$ cat config.mk
export PLATFORM = sky130hd
export DESIGN_NAME = regfile_2w2r_sb
export DESIGN_NICKNAME = d
export VERILOG_FILES = /design/src/rtl/regfile_2w2r_sb.sv
export SDC_FILE = /design/constraint.sdc
export NUM_CORES = 2
export LEC_CHECK = 0
export ABC_AREA = 1
export ABC_CLOCK_PERIOD_IN_PS = 5400
export BUFFER_PORTS_ARGS = -buffer_cell sky130_fd_sc_hd__buf_2
export CORE_AREA = 2 2 380 382
export CTS_BUF_LIST = sky130_fd_sc_hd__clkbuf_16
export DETAILED_ROUTE_END_ITERATION = 7
export DIE_AREA = 0 0 382 384
export GPL_ROUTABILITY_DRIVEN = 1
export PLACE_DENSITY = 0.59
export SYNTH_ARGS = -nofsm -noshare
export SYNTH_HDL_FRONTEND = slang
export SYNTH_SLANG_ARGS = --single-unit
$ cat constraint.sdc
create_clock -name clk -period 5.4 [get_ports clk]
set_input_delay 0.54 -clock clk [delete_from_list [all_inputs] [get_ports clk]]
set_output_delay 0.54 -clock clk [all_outputs]
set_load 0.02 [all_outputs]
$ cat src/rtl/regfile_2w2r_sb.sv
// Two-write/two-read register file with per-register busy scoreboard; REGFILE_BYPASS_EN adds write-through reads.
// Latency: reads and busy flags are combinational, writes/busy/busy_cnt update at the rising edge.
// Backpressure: none; decode is expected to stall on busy before reissuing a destination.
module regfile_2w2r_sb #(
    parameter int DATA_W   = 32,
    parameter int ADDR_W   = 5,
    parameter int ZERO_REG = 1
) (
    input  logic              clk,
    input  logic              rst,
    input  logic              en_write0,
    input  logic [ADDR_W-1:0] write_add0,
    input  logic [DATA_W-1:0] write_data0,
    input  logic              en_write1,
    input  logic [ADDR_W-1:0] write_add1,
    input  logic [DATA_W-1:0] write_data1,
    input  logic [ADDR_W-1:0] read_add1,
    input  logic [ADDR_W-1:0] read_add2,
    output logic [DATA_W-1:0] read_data1,
    output logic [DATA_W-1:0] read_data2,
    input  logic              issue_en,
    input  logic [ADDR_W-1:0] issue_add,
    output logic              busy1,
    output logic              busy2,
    output logic [ADDR_W:0]   busy_cnt
);

    localparam int NREG = 2**ADDR_W;

    logic [DATA_W-1:0] mem [NREG];
    logic [NREG-1:0]   busy_q;
    logic [NREG-1:0]   busy_d;
    logic [ADDR_W:0]   busy_cnt_q;
    logic [ADDR_W:0]   cnt_d;

    logic [ADDR_W-1:0] radd  [2];
    logic [DATA_W-1:0] rdat  [2];
    logic [1:0]        rbusy;

    logic wr0_ok;
    logic wr1_ok;

    assign wr0_ok = en_write0 && !(ZERO_REG != 0 && write_add0 == '0);
    assign wr1_ok = en_write1 && !(ZERO_REG != 0 && write_add1 == '0);

    // Port 1 is written last so it wins a same-address collision.
    always_ff @(posedge clk) begin
        if (rst) begin
            for (int i = 0; i < NREG; i++) begin
                mem[i] <= '0;
            end
        end else begin
            if (wr0_ok) mem[write_add0] <= write_data0;
            if (wr1_ok) mem[write_add1] <= write_data1;
        end
    end

    // Issue is applied after the clears: a newer producer is in flight.
    always_comb begin
        busy_d = busy_q;
        if (en_write0) busy_d[write_add0] = 1'b0;
        if (en_write1) busy_d[write_add1] = 1'b0;
        if (issue_en)  busy_d[issue_add]  = 1'b1;
        if (ZERO_REG != 0) busy_d[0] = 1'b0;
    end

    always_comb begin
        cnt_d = '0;
        for (int i = 0; i < NREG; i++) begin
            cnt_d = cnt_d + (ADDR_W+1)'(busy_d[i]);
        end
    end

    always_ff @(posedge clk) begin
        if (rst) begin
            busy_q     <= '0;
            busy_cnt_q <= '0;
        end else begin
            busy_q     <= busy_d;
            busy_cnt_q <= cnt_d;
        end
    end

    assign radd[0] = read_add1;
    assign radd[1] = read_add2;

    always_comb begin
        for (int p = 0; p < 2; p++) begin
            rdat[p]  = mem[radd[p]];
            rbusy[p] = busy_q[radd[p]];
`ifdef REGFILE_BYPASS_EN
            if (en_write0 && write_add0 == radd[p]) begin
                rdat[p]  = write_data0;
                rbusy[p] = issue_en && (issue_add == radd[p]);
            end
            if (en_write1 && write_add1 == radd[p]) begin
                rdat[p]  = write_data1;
                rbusy[p] = issue_en && (issue_add == radd[p]);
            end
`endif
            if (ZERO_REG != 0 && radd[p] == '0) begin
                rdat[p]  = '0;
                rbusy[p] = 1'b0;
            end
        end
    end

    assign read_data1 = rdat[0];
    assign read_data2 = rdat[1];
    assign busy1      = rbusy[0];
    assign busy2      = rbusy[1];
    assign busy_cnt   = busy_cnt_q;

endmodule

==> impl_metrics.json <==
{
  "synth_common_cells": "2716 x nand2_1, 1423 x nand3_1, 1024 x edfxtp_1",
  "place_congestion": 0.954,
  "cts_tree": "yes",
  "arrival_ns": 5.81,
  "yosys_warnings": 0,
  "status": "complete, no violations",
  "fill_cells": 13600,
  "synthAdderAreaFrac_pct": 0.859,
  "max-vdd-ir-drop_uv": 322,
  "cap_viol_max_count": 0,
  "synth-seq-cells": 1061,
  "ys_async_sr_fraction_pct": 0,
  "vias": 66100,
  "clk_pin_slew_ns": 0.06,
  "synth_top_family_by_area": "simple AND/OR/NAND/NOR gates",
  "final.period_utilization_pct": 95.8,
  "fp.dieH_um": 384,
  "synth.most_common_cell": "nand2_1",
  "power_density_mw_per_mm2": 305,
  "cp-end-kind": "register",
  "grt_overflow": 0,
  "wl_per_cell_um": 29.9,
  "die_x_um": 382,
  "drt-total-wl_um": 297000,
  "seqPwrFrac_pct": 45.2,
  "finalClockSkew_ns": 0.0226,
  "grt_max_degree": 187,
  "layout-drive-gt1-share_pct": 9.92,
  "grt_pass1_vias": 62400,
  "hold_viol_final": 0,
  "synth-xor-area-share_pct": 0,
  "vias_per_cell": 6.67,
  "synth_top_area_share_pct": 48.2,
  "fin_crit_ns": 5.18,
  "switching_share_pct": 30.0,
  "intPower_mw": 15.1,
  "netlist.top_cell.by_area": "edfxtp_1",
  "dr_wl_met2_um": 127000,
  "place_area_sq_mm": 0.0666,
  "port_buffers": 165,
  "required_ns": 6.04,
  "crit_type": "in -> reg",
  "fmax_mhz": 193,
  "track_usage_pct": 39.1,
  "routed.top_layer": "met5",
  "antenna_found_initial": 4,
  "grt_pass1_wl_um": 422000,
  "cts_buffer_depth": 3,
  "finalHoldWorstSlack_ns": 0.173,
  "drv_slew": 0,
  "start_util_pct": 44.7,
  "cts_buffers": 130,
  "synth-edff-count": 1024,
  "tns_ns": 0,
  "synth-simple-area-share_pct": 30.3,
  "worst_pin_slew_ns": 1.33,
  "layout.nets": 8028,
  "wl_met3_um": 42600,
  "seq_area_frac_synth_pct": 49.4,
  "htree_levels": 4,
  "slew_headroom_pct": 11.1,
  "synth-compound-area-share_pct": 12.5,
  "netlist_instances": 8071,
  "share_comb_of_total_power_pct": 16.2,
  "clkPwrFrac_pct": 38.5,
  "fp.coreArea_sq_mm": 0.143,
  "synth.avg_cell_area_sq_um": 7.90,
  "drt_iter0_drc": 11000,
  "hold_path.class": "in -> reg",
  "start_kind": "input pin",
  "io_pins": 166,
  "setup_violations": 0,
  "synthDistinctLibCells": 26,
  "met1Wirelength_um": 107000,
  "switchingPower_mw": 6.46,
  "root_buffer": "clkbuf_16",
  "dr.pass1.iters": 7,
  "num_rows": 139,
  "p_leak_nw": 28.0,
  "synthesis.area_sq_mm": 0.0638,
  "post-dp-hpwl_um": 164000,
  "drc": 0,
  "synthFlopType": "edfxtp_1",
  "cp_max_fo": 7,
  "synthMuxAreaShare_pct": 0,
  "area_growth_syn_to_layout_pct": 10.9,
  "ant_nets": 0,
  "cts.sinks": 1061,
  "final_area_sq_mm": 0.0707,
  "synth_area_leaders": "edfxtp_1 48%, nand2_1 16%, nand3_1 11%",
  "dieArea_sq_mm": 0.147,
  "clock_latency_ns": 0.78
}
-- per-layer routing --
layer / GRT usage [%] / up-vias
met5: 0.877 / -
met2: 58.4 / 5667
li1: - / 27900
met1: 50.1 / 31200
met3: 10.8 / 1271
met4: 24.4 / 4
-- repair_timing --
| item | 4_1_cts | 5_1_grt |
|---|---|---|
| gates resized for setup | 0 | 45 |
| endpoints found under the setup margin | 0 | 4 |
| hold buffers | 0 | 0 |
| setup buffers | 0 | 12 |
-- through the flow --
| step | worst slack [ns] | power [mW] | cells | utilization, % |
|---|---|---|---|---|
| floorplan | 0.0220 | 11.9 | 8102 | - |
| global placement | -0.684 | 13.2 | 9663 | 46.7 |
| detailed placement | -0.685 | 13.2 | 9663 | 46.7 |
| CTS | 0.119 | 21.4 | 9887 | 49.4 |
| global route | -0.00646 | 22.1 | 9899 | 49.5 |
| finish | 0.225 | 21.5 | 9903 | 49.5 |
-- worst max-delay path, stage by stage --
cell and delay (ns):
buf_2 0.14, nand2_2 0.10, clkinvlp_4 0.24, nand2_2 0.16
o21ai_0 0.08, o21ai_0 0.15, inv_1 0.10, fa_2 0.61
fa_1 0.46, fa_1 0.50, inv_1 0.06, fa_1 0.57
fa_1 0.44, fa_1 0.51, fa_2 0.36, buf_4 0.14
buf_4 0.12, a31oi_2 0.24, nor2_1 0.07, o21ai_0 0.16
nor2_1 0.05
-- cells by family after synthesis --
kind of cell,count (synthesis)
flops,1061
buf+inv,1040
compound gates,1328
simple gates,4611
fa+ha+maj,30
other cells,1
-- area by class of cell --
type / count / area, sq um / area share, %
Clock buffer: 137 / 3430 / 4.85
Inverter: 184 / 742 / 1.05
Clock inverter: 87 / 465 / 0.658
Antenna cell: 4 / 10.0 / 0.0142
Tap cell: 1903 / 2380 / 3.37
Sequential cell: 1061 / 31500 / 44.5
Multi-Input combinational cell: 6001 / 28200 / 39.8
Timing Repair Buffer: 526 / 4050 / 5.72
-- final timing paths --
kind                            cells after the start                   from                      to  slack, ns
worst min register to register                      2   busy_q[6]$_SDFF_PP0_    busy_q[6]$_SDFF_PP0_       0.56
worst max-delay path                               21          write_add0[1]  busy_cnt[5]$_SDFF_PP0_       0.22
worst max register to register                     17  busy_q[14]$_SDFF_PP0_  busy_cnt[5]$_SDFF_PP0_       0.28
worst min-delay path                                2                    rst  busy_cnt[5]$_SDFF_PP0_       0.17
-- layout by cell type, fill, tap and decap left out, types with 5 or more instances in the layout --
cell / count
clkinv_2: 15
inv_2: 8
nor3_4: 5
edfxtp_1: 1024
dfxtp_1: 37
o211ai_1: 36
o22ai_1: 992
a21oi_1: 118
o21ai_0: 171
nand3_2: 5
buf_2: 153
ha_1: 7
inv_1: 189
conb_1: 32
clkinv_1: 41
nand2_4: 16
buf_4: 329
fa_1: 19
nor3_1: 24
nand2_2: 44
nor2_1: 398
nand2_1: 2691
clkbuf_16: 137
o21ai_1: 6
buf_12: 35
nand3_1: 1418
-- power by group through the flow --
stage | Combinational, mW | Clock, mW | Sequential [mW]
global route | 3.66 | 8.60 | 9.81
global placement | 3.29 | 0 | 9.89
CTS | 3.32 | 8.29 | 9.74
detailed placement | 3.31 | 0 | 9.91
finish | 3.49 | 8.31 | 9.75
floorplan | 1.99 | 0 | 9.87
-- sequential cells by signal, summed over array words and instances (netlist names) --
register and flops:
mem 1024, busy_q 31, busy_cnt 6
(Power assumes the default switching activity.)
